### config.mk
export PLATFORM = sky130hd
export DESIGN_NAME = fpu_arbiter
export DESIGN_NICKNAME = d
export VERILOG_FILES = /design/src/rtl/fpu_pkg.sv /design/src/rtl/rr_picker.sv /design/src/rtl/fpu_arbiter.sv
export SDC_FILE = /design/constraint.sdc
export NUM_CORES = 1
export LEC_CHECK = 0
export BUFFER_PORTS_ARGS = -buffer_cell sky130_fd_sc_hd__clkbuf_2
export CORE_ASPECT_RATIO = 0.5
export CORE_MARGIN = 4
export CORE_UTILIZATION = 36
export CTS_BUF_LIST = sky130_fd_sc_hd__clkbuf_4
export DETAILED_ROUTE_END_ITERATION = 7
export GPL_TIMING_DRIVEN = 1
export PLACE_DENSITY_LB_ADDON = 0.15
export SETUP_SLACK_MARGIN = 0.02
export SYNTH_ARGS = -nofsm -noshare
export SYNTH_HDL_FRONTEND = slang
export SYNTH_SLANG_ARGS = --single-unit
export TNS_END_PERCENT = 1
### constraint.sdc
create_clock -name clk -period 4.9 [get_ports clk]
set_input_delay 0.735 -clock clk [delete_from_list [all_inputs] [get_ports clk]]
set_output_delay 0.735 -clock clk [all_outputs]
set_load 0.01 [all_outputs]
### src/rtl/fpu_pkg.sv
// Shared definitions for the FPU arbiter: opcode encodings, canned result
// words and the sequencer state encoding.
package fpu_pkg;

    localparam logic [2:0]  OP_ADD      = 3'd0;
    localparam logic [2:0]  OP_SUB      = 3'd1;
    localparam logic [2:0]  OP_MUL      = 3'd3;
    localparam logic [2:0]  OP_DIV      = 3'd4;

    localparam logic [31:0] QNAN        = 32'h7FC0_0000;
    localparam logic [31:0] ILLEGAL_RES = 32'hFFFF_FFFF;

    typedef enum logic [1:0] {
        ST_IDLE  = 2'd0,
        ST_ISSUE = 2'd1,
        ST_WAIT  = 2'd2,
        ST_RESP  = 2'd3
    } arb_state_e;

    function automatic logic op_legal(input logic [2:0] op);
        return (op == OP_ADD) || (op == OP_SUB) || (op == OP_MUL) || (op == OP_DIV);
    endfunction

endpackage

### src/rtl/rr_picker.sv
// Combinational round-robin select: first active request at or after ptr_i,
// ascending with wrap. Returns a one-hot grant and its index.
module rr_picker #(
    parameter  int NREQ = 2,
    localparam int IW   = (NREQ > 1) ? $clog2(NREQ) : 1
) (
    input  logic [IW-1:0]   ptr_i,
    input  logic [NREQ-1:0] req_i,
    output logic [NREQ-1:0] gnt_o,
    output logic [IW-1:0]   idx_o,
    output logic            any_o
);

    logic [IW:0] cand;

    // Scan from the farthest offset down so the nearest active request is
    // the last one written and therefore wins.
    always_comb begin
        gnt_o = '0;
        idx_o = '0;
        any_o = 1'b0;
        cand  = '0;
        for (int k = NREQ - 1; k >= 0; k--) begin
            cand = {1'b0, ptr_i} + (IW+1)'(k);
            if (cand >= (IW+1)'(NREQ)) begin
                cand = cand - (IW+1)'(NREQ);
            end
            if (req_i[cand[IW-1:0]]) begin
                idx_o = cand[IW-1:0];
                any_o = 1'b1;
            end
        end
        gnt_o[idx_o] = any_o;
    end

endmodule

### src/rtl/fpu_arbiter.sv
// Round-robin arbiter/sequencer sharing one FPU among NREQ requesters:
// accept one op, pulse fpu_valid once, wait (with timeout), return result.
module fpu_arbiter
    import fpu_pkg::*;
#(
    parameter int NREQ    = 2,
    parameter int TIMEOUT = 15
) (
    input  logic                  clk,
    input  logic                  rst_n,
    input  logic [NREQ-1:0]       req_valid,
    output logic [NREQ-1:0]       req_ready,
    input  logic [NREQ-1:0][31:0] req_a,
    input  logic [NREQ-1:0][31:0] req_b,
    input  logic [NREQ-1:0][2:0]  req_op,
    output logic [NREQ-1:0]       resp_valid,
    input  logic [NREQ-1:0]       resp_ready,
    output logic [31:0]           resp_data,
    output logic                  resp_err,
    output logic [31:0]           fpu_a,
    output logic [31:0]           fpu_b,
    output logic [2:0]            fpu_op,
    output logic                  fpu_valid,
    input  logic                  fpu_ready,
    input  logic [31:0]           fpu_result
);

    localparam int IW = (NREQ > 1) ? $clog2(NREQ) : 1;

    arb_state_e      state_q, state_d;
    logic [IW-1:0]   gnt_q, gnt_d;
    logic [IW-1:0]   rr_q, rr_d;
    logic [7:0]      cnt_q, cnt_d;
    logic [31:0]     a_q, a_d, b_q, b_d;
    logic [2:0]      op_q, op_d;
    logic [31:0]     data_q, data_d;
    logic            err_q, err_d;

    logic [NREQ-1:0] pick_gnt;
    logic [IW-1:0]   pick_idx;
    logic            pick_any;

    rr_picker #(.NREQ(NREQ)) u_pick (
        .ptr_i (rr_q),
        .req_i (req_valid),
        .gnt_o (pick_gnt),
        .idx_o (pick_idx),
        .any_o (pick_any)
    );

    // req_ready is combinational off req_valid, so gate it with rst_n to keep
    // it low while reset is held.
    assign req_ready  = (state_q == ST_IDLE && rst_n) ? pick_gnt : '0;
    assign resp_valid = (state_q == ST_RESP) ? ({{(NREQ-1){1'b0}}, 1'b1} << gnt_q) : '0;
    assign fpu_valid  = (state_q == ST_ISSUE);
    assign fpu_a      = a_q;
    assign fpu_b      = b_q;
    assign fpu_op     = op_q;
    assign resp_data  = data_q;
    assign resp_err   = err_q;

    always_comb begin
        state_d = state_q;
        gnt_d   = gnt_q;
        rr_d    = rr_q;
        cnt_d   = cnt_q;
        a_d     = a_q;
        b_d     = b_q;
        op_d    = op_q;
        data_d  = data_q;
        err_d   = err_q;
        unique case (state_q)
            ST_IDLE: begin
                if (pick_any) begin
                    gnt_d = pick_idx;
                    a_d   = req_a[pick_idx];
                    b_d   = req_b[pick_idx];
                    op_d  = req_op[pick_idx];
                    if (op_legal(req_op[pick_idx])) begin
                        state_d = ST_ISSUE;
                    end else begin
                        data_d  = ILLEGAL_RES;
                        err_d   = 1'b1;
                        state_d = ST_RESP;
                    end
                end
            end
            ST_ISSUE: begin
                cnt_d   = '0;
                state_d = ST_WAIT;
            end
            ST_WAIT: begin
                cnt_d = cnt_q + 8'd1;
                if (fpu_ready) begin
                    data_d  = fpu_result;
                    err_d   = 1'b0;
                    state_d = ST_RESP;
                end else if (cnt_q == 8'(TIMEOUT - 1)) begin
                    data_d  = QNAN;
                    err_d   = 1'b1;
                    state_d = ST_RESP;
                end
            end
            ST_RESP: begin
                if (resp_ready[gnt_q]) begin
                    rr_d    = (gnt_q == IW'(NREQ - 1)) ? '0 : gnt_q + 1'b1;
                    state_d = ST_IDLE;
                end
            end
            default: state_d = ST_IDLE;
        endcase
    end

    always_ff @(posedge clk or negedge rst_n) begin
        if (!rst_n) begin
            state_q <= ST_IDLE;
            gnt_q   <= '0;
            rr_q    <= '0;
            cnt_q   <= '0;
            a_q     <= '0;
            b_q     <= '0;
            op_q    <= '0;
            data_q  <= '0;
            err_q   <= 1'b0;
        end else begin
            state_q <= state_d;
            gnt_q   <= gnt_d;
            rr_q    <= rr_d;
            cnt_q   <= cnt_d;
            a_q     <= a_d;
            b_q     <= b_d;
            op_q    <= op_d;
            data_q  <= data_d;
            err_q   <= err_d;
        end
    end

endmodule

Yosys cells after proc, flatten, opt, wreduce, memory -nomap -nowiden
Cells that the tools add are included.
{"block": "word_totals", "ff_bits": 112, "in_bits": 173, "output_inout_bits": 105, "word_cells": 87}
{"block": "classes", "n_addsub": 5, "n_lt_le_gt_ge": 7, "eq_ne": 11, "shift": 1, "n_mux": 40, "bitwise": 1, "reduce_logical": 13}
{"operator": "$mux 32", "n": 8}
{"operator": "$pmux 32 s2", "n": 1}
{"operator": "$mux 1", "n": 18}
{"operator": "$pmux 8 s2", "n": 1}
{"operator": "$mux 2", "n": 7}
{"operator": "$add 8x1->8 const B", "n": 1}
{"operator": "$eq 8x4->1 const B", "n": 1}
{"operator": "$lt 1x2->1 const B", "n": 4}
{"operator": "$pmux 2 s4", "n": 1}
{"operator": "$mux 3", "n": 2}
{"operator": "$eq 2x2->1 const B", "n": 2}
{"operator": "$ne 2x2->1 const B", "n": 2}
{"operator": "$reduce_and 2->1", "n": 2}
{"operator": "$reduce_and 4->1", "n": 1}
{"operator": "$reduce_bool 2->1", "n": 2}
{"operator": "$eq 3x1->1 const B", "n": 1}
{"operator": "$eq 3x2->1 const B", "n": 1}
{"operator": "$eq 3x3->1 const B", "n": 1}
{"operator": "$logic_not 3->1", "n": 1}
{"operator": "$logic_or 1x1->1", "n": 3}
{"operator": "$ne 3x3->1 const B", "n": 1}
{"operator": "$reduce_and 3->1", "n": 1}
{"operator": "$add 1x1->2 const B", "n": 1}
{"operator": "$and 2x2->2", "n": 1}
{"operator": "12 further kinds", "n": 14}

Logic depth before layout (Yosys ltp)
{"block": "depth", "ltp_word": 16, "mapped_depth": 8, "mapped_depth_nobuf": 7}

Cells and area by module
A second synthesis with hierarchy kept.
{"block": "unflattened", "cells_unflattened": 510, "hier_area_um2": 5283.8}
{"mod": "fpu_arbiter", "n_inst": 1, "cells_per_inst": 505, "area_each_um2": 5251.3, "seq_area_each_um2": 2802.7}
{"mod": "rr_picker", "n_inst": 1, "cells_per_inst": 5, "area_each_um2": 32.5, "seq_area_each_um2": 0.0}

Worst setup path after synthesis
Ideal clock, no wire load.
{"block": "synth_timing", "kind": "input -> output", "startpoint": "input port req_valid[0]", "endpoint": "output port req_ready[0]", "arrival_ns": 2.023, "t_required_ns": 4.165, "setup_slack_ns": 2.142, "stages": 6, "n_path_buf": 2, "cell_sequence": "inv_1 o21ai_1 buf_2 buf_2 inv_1 nor3b_1"}
{"block": "synth_via", "elab_chain_cells": 10, "word_cells_on_any_way": 15, "cone_classes": "order compare: 2; mux: 11; bitwise: 1; reduce/logical: 1"}
{"element": "from (decl)", "line": "fpu_arbiter.sv:11", "text": "input logic [NREQ-1:0] req_valid,"}
{"element": "$mux 1 (implied by the code) (2 in series)", "line": "rr_picker.sv:28", "text": "if (req_i[cand[IW-1:0]]) begin"}
{"element": "$mux 1 (2 in series)", "line": "rr_picker.sv:28"}
{"element": "$lt 1x2->1 (implied by the code) or $ge 1x1->1 (tied branches)", "line": "rr_picker.sv:33", "text": "gnt_o[idx_o] = any_o;"}
{"element": "$logic_and 1x1->1 (implied by the code)", "line": "rr_picker.sv:33"}
{"element": "$mux 1 (implied by the code)", "line": "rr_picker.sv:33"}
{"element": "$demux 1 s1"}
{"element": "$and 2x2->2 (no source line) *"}
{"element": "$mux 2 *", "line": "fpu_arbiter.sv:53", "text": "assign req_ready = (state_q == ST_IDLE && rst_n) ? pick_gnt : '0;"}
{"element": "to (decl)", "line": "fpu_arbiter.sv:12", "text": "output logic [NREQ-1:0] req_ready,"}
Mark *: on every way between the ends. The rest lies on a longest branch, timed or not. The select of a mux whose other input is x is not followed.

Worst setup path in the final report
{"block": "layout_timing", "startpoint": "register rr_q", "endpoint": "output port req_ready[0]"}
{"block": "layout_via", "elab_chain_cells": 13, "word_cells_on_any_way": 22, "cone_classes": "add/sub: 3; order compare: 4; mux: 13; bitwise: 1; reduce/logical: 1"}
{"element": "from (decl)", "line": "fpu_arbiter.sv:32", "text": "logic [IW-1:0] rr_q, rr_d;"}
{"element": "from (signal assigned)", "line": "fpu_arbiter.sv:128", "text": "rr_q <= rr_d;"}
{"element": "$add 1x1->2", "line": "rr_picker.sv:24", "text": "cand = {1'b0, ptr_i} + (IW+1)'(k);"}
{"element": "$ge 2x2->1 or $sub 1x1->1 (tied branches)", "line": "rr_picker.sv:25, rr_picker.sv:26"}
{"element": "$mux 1", "line": "rr_picker.sv:25", "text": "if (cand >= (IW+1)'(NREQ)) begin"}
{"element": "$mux 1 (implied by the code) (2 in series)", "line": "rr_picker.sv:28"}
{"element": "$mux 1 (2 in series)", "line": "rr_picker.sv:28"}
{"element": "$lt 1x2->1 (implied by the code) or $ge 1x1->1 (tied branches)", "line": "rr_picker.sv:33"}
{"element": "$logic_and 1x1->1 (implied by the code)", "line": "rr_picker.sv:33"}
{"element": "$mux 1 (implied by the code)", "line": "rr_picker.sv:33"}
{"element": "$demux 1 s1"}
{"element": "$and 2x2->2 (no source line) *"}
{"element": "$mux 2 *", "line": "fpu_arbiter.sv:53"}
Marked as above.

==> reports/qor_table.md <==
| Step | Result | Value |
|---|---|---|
| yosys | Fraction of synthesized cell area in xor and xnor cells | 0.00330 |
| sta | Setup TNS after final layout | 0 ps |
| sta | Final period utilization | 0.562 |
| worst setup path | CP max-delay cell | sky130_fd_sc_hd__dfrtp_1 |
| detailed routing | Drt wl/cell | 14.0 um |
| sta | Upper clock frequency limit | 363 MHz |
| detailed routing | Post-detailed-route count of antenna-violating nets | 0 |
| yosys | Synth Warn # | 0 |
| clocking | PostCTS Resize Cnt | 0 |
| worst setup path | Crit-path leading delay family | buffers and inverters |
| yosys | Seq/Total Area, Yosys | 0.528 |
| clocking | Total of hold buffers inserted after clock tree synthesis | 0 |
| worst setup path | Launching element of the worst setup path | rr_q |
| sta | Worst-margin pin slew | 1080 ps |
| die | Starting density of the core | 0.368 |
| placement | Worst slack, placed | 2100 ps |
| worst setup path | Critical Path, Cell by Cell | o21ai_4 > buf_4 > inv_1 > nor3b_1 > clkbuf_2 |
| yosys | Area share of fa/ha/maj cells after synthesis | 0.0165 |
| die | Vertical extent of the die | 93.8 um |
| die | Placeable Area | 0.0144 sq mm |
| clocking | Clock network latency to the later pin of the worst-skew pair | 450 ps |
| finish | Post-layout instance area | 0.00698 sq mm |
| die | Width of the die | 180 um |
| grt | Number of antenna violations at the first check in global routing | 0 |
| finish | Synth-to-Final Area Change | 31.7% |
| detailed routing | Initial DRC Count | 148 |
| worst setup path | Critical Path End Type | primary output |
| die | Die area | 0.0169 sq mm |
| sta | Setup slack of the critical path after layout | 2150 ps |
| sta | Number of max-slew violations in the final report | 0 |
| sta | Post-layout minimum cycle time | 2750 ps |
| yosys | Top cells by area, synth | sky130_fd_sc_hd__dfrtp_1, sky130_fd_sc_hd__mux2i_1, sky130_fd_sc_hd__nand2_1 |
| sta | Setup Skew | 9.61 ps |
| finish | Antenna Cells | 0 |
| detailed routing | Detailed Routing Iterations Pass 1 | 4 |
| yosys | Fraction of synthesized area in multiplexers | 0.212 |
| detailed routing | Via count of the routed design | 4431 |
| worst setup path | Flop-to-flop setup slack | 2350 ps |
| grt | Wire length of the first global-routing pass | 22300 um |
| yosys | Syn Std Cell Area | 0.00530 sq mm |
| sta | Slew Limit Headroom | 0.280 |
| finish | Number of nets in the final layout | 957 |
| clocking | Inserted Clock Buffers | 9 |
| clocking | Buffers from clock root to sink, at most | 2 |
| grt | Via count of the first global-routing pass | 4474 |
| die | Number of top-level pins | 278 |
| clocking | Cell at the root of the clock tree | sky130_fd_sc_hd__clkbuf_4 |
| clocking | CTS tree | built |
| yosys | Mean instance size in the synthesized netlist | 10.3 sq um |
| detailed routing | Total wirelength of the detailed-routed design | 13700 um |
| power | Static Leak | 3.73 nW |
| finish | Final instance count without filler cells | 980 |
| power | Overall power of the completed layout | 3.72 mW |
| grt | All-layer global routing usage | 0.162 |
| yosys | Post-Synth Simple-Gate Area | 0.114 |
| worst setup path | Worst reg2reg startpoint | cnt_q[0] |
| yosys | Synthesized netlist cell count | 514 |
| detailed routing | Drt drc | 0 |
| yosys | Synthesized-area fraction occupied by ao, oa, aoi and oai cells | 0.0859 |
| placement | Inst Count DP | 964 |
| detailed routing | DR WL met3 | 910 um |
| yosys | Cell taking the most area after synthesis | sky130_fd_sc_hd__dfrtp_1 |
| detailed routing | Vias per cell | 4.52 |
| detailed routing | Max layer used | met4 |
| grt | Total grt overflow | 0 |
| worst setup path | Critical path peak fanout | 27 |
| detailed routing | M1 WL | 5690 um |
| yosys | Combinational family with the most area after synthesis | multiplexers |
| grt | Maximum number of pins on one net before global-route repair | 136 |
| placement | DP HPWL | 10400 um |
| yosys | Share of the synthesized area in the top cell type | 0.528 |
| worst setup path | Worst Path Required | 4160 ps |
| yosys | Post-Syn Nets | 694 |
| worst setup path | Worst setup SP type | register |
| sta | Final number of setup-violating endpoints | 0 |
| worst setup path | Buffers & Inverters on Critical Path | 3 |
| power | Largest vdd supply drop | 0.265 mV |
| yosys | Number of distinct library cell variants in the gate-level netlist after synthesis | 29 |
| hold path | Hold WC Path Type | input pin to asynchronous set/reset pin |
| clocking | Number of post-CTS setup repair buffers | 0 |
| placement | Last weighted congestion value of the routability-driven placer | 0.741 |
| clocking | Clock-pin slew on the worst setup and hold paths | 170 ps |
| worst setup path | CP Data Arrival Time | 2020 ps |
| finish | Post-Route Utilization | 0.484 |
| clocking | Number of H-tree levels | 3 |
| placement | Port Buffers | 277 |
| sta | Hold Fails Final Rpt | 0 |
| worst setup path | Delay of the slowest cell on the worst path | 470 ps |
| yosys | #FFs+latches synth | 112 |
| power | Power per Cell Area | 532 mW/mm^2 |
| placement | Post-placement cell area | 0.00686 sq mm |
| sta | Hold Worst Slack | 274 ps |
| worst setup path | Type of the worst setup path | register to primary output |
| die | Rows | 31 |
| job | Max-cap viol count | 0 |
| clocking | Clock Sink Count | 112 |
| finish | Share of layout cells above drive strength 1 | 0.418 |
| sta | Setup repair after global routing missed its margin | no |
| run status | Result of the run | completed |
| detailed routing | Met2 routed wirelength | 6930 um |
-- where the power goes --
part	switching (mW)	internal, mW
clock network	0.315	0.111
logic	1.02	0.755
registers	0.209	1.31
total	1.54	2.18
-- synth_stat cells --
library cell	count
sky130_fd_sc_hd__dfrtp_1	112
sky130_fd_sc_hd__a221o_2	1
sky130_fd_sc_hd__nor3_1	3
sky130_fd_sc_hd__nand3_1	4
sky130_fd_sc_hd__mux2i_1	83
sky130_fd_sc_hd__nand2_1	122
sky130_fd_sc_hd__nand4_1	1
sky130_fd_sc_hd__o21ai_1	2
sky130_fd_sc_hd__buf_6	2
sky130_fd_sc_hd__xnor2_1	1
sky130_fd_sc_hd__a21oi_1	2
sky130_fd_sc_hd__a211oi_4	1
sky130_fd_sc_hd__nor2_1	17
sky130_fd_sc_hd__and3_1	1
sky130_fd_sc_hd__mux2_2	26
sky130_fd_sc_hd__nand2b_1	1
sky130_fd_sc_hd__clkbuf_1	24
sky130_fd_sc_hd__o21ai_0	72
sky130_fd_sc_hd__buf_2	4
sky130_fd_sc_hd__inv_1	17
sky130_fd_sc_hd__buf_8	1
sky130_fd_sc_hd__nor2b_1	1
sky130_fd_sc_hd__and2_1	1
sky130_fd_sc_hd__or4b_1	1
sky130_fd_sc_hd__nor3b_1	1
sky130_fd_sc_hd__xor2_1	1
sky130_fd_sc_hd__ha_1	7
sky130_fd_sc_hd__a22o_1	2
sky130_fd_sc_hd__o2bb2ai_1	3
-- cell usage in the layout (no fill, tap or decap) --
| master | n |
|---|---|
| sky130_fd_sc_hd__inv_1 | 17 |
| sky130_fd_sc_hd__clkinv_1 | 2 |
| sky130_fd_sc_hd__nand2b_1 | 1 |
| sky130_fd_sc_hd__buf_4 | 7 |
| sky130_fd_sc_hd__clkinvlp_4 | 1 |
| sky130_fd_sc_hd__a211oi_4 | 1 |
| sky130_fd_sc_hd__nor2b_1 | 1 |
| sky130_fd_sc_hd__ha_1 | 7 |
| sky130_fd_sc_hd__clkbuf_4 | 9 |
| sky130_fd_sc_hd__nor3b_1 | 1 |
| sky130_fd_sc_hd__mux2i_1 | 83 |
| sky130_fd_sc_hd__nand2_1 | 122 |
| sky130_fd_sc_hd__xnor2_1 | 1 |
| sky130_fd_sc_hd__or4b_1 | 1 |
| sky130_fd_sc_hd__xor2_1 | 1 |
| sky130_fd_sc_hd__inv_6 | 1 |
| sky130_fd_sc_hd__a221o_2 | 1 |
| sky130_fd_sc_hd__o21ai_4 | 2 |
| sky130_fd_sc_hd__mux2_2 | 26 |
| sky130_fd_sc_hd__nand4_1 | 1 |
| sky130_fd_sc_hd__and3_1 | 1 |
| sky130_fd_sc_hd__o2bb2ai_1 | 3 |
| sky130_fd_sc_hd__nand3_1 | 4 |
| sky130_fd_sc_hd__nor2_1 | 17 |
| sky130_fd_sc_hd__clkinv_4 | 1 |
| sky130_fd_sc_hd__clkbuf_2 | 276 |
| sky130_fd_sc_hd__a22o_1 | 2 |
| sky130_fd_sc_hd__nor3_1 | 3 |
| sky130_fd_sc_hd__dfrtp_1 | 112 |
| sky130_fd_sc_hd__a21oi_1 | 2 |
| sky130_fd_sc_hd__and2_1 | 1 |
| sky130_fd_sc_hd__o21ai_0 | 72 |
| sky130_fd_sc_hd__inv_8 | 2 |
-- registers in the layout, indices dropped and copies added, names as in the netlist --
name,flops
resp_err,1
cnt_q,8
state_q,2
fpu_b,32
rr_q,1
fpu_a,32
resp_data,32
gnt_q,1
fpu_op,3
-- final timing paths --
kind / to / depth (start not counted)
worst max-delay path: req_ready[0] / 5
worst min-delay path: resp_data[26] / 1
worst max register to register: resp_data[1] / 8
worst min register to register: fpu_a[14] / 2
max in group asynchronous: fpu_a[30] / 2
min in group clk: fpu_a[14] / 2
-- layout make-up --
type / count / area, sq um
tap: 198 / 248
clock buffer: 9 / 67.6
sequential: 112 / 2800
multi-input combinational: 354 / 2310
fill: 1452 / 7450
clock inverter: 7 / 55.1
inverter: 17 / 63.8
timing repair buffer: 283 / 1430
-- layer usage --
layer  track usage  vias to the layer above
met1         0.193                     2025
met3        0.0495                       17
met2         0.288                      136
li1              -                     2253
met4        0.0463                        0
met5             0                        -
-- cell families after synthesis --
| logic type | Yosys count |
|---|---|
| buffers and inverters | 48 |
| AOI/OAI and AO/OA | 83 |
| muxes | 109 |
| DFF | 112 |
| adders and majority gates | 7 |
| and+or+nand+nor | 153 |
| xor gates and xnor gates | 2 |
No activity file was read; power rests on OpenSTA's default activity.
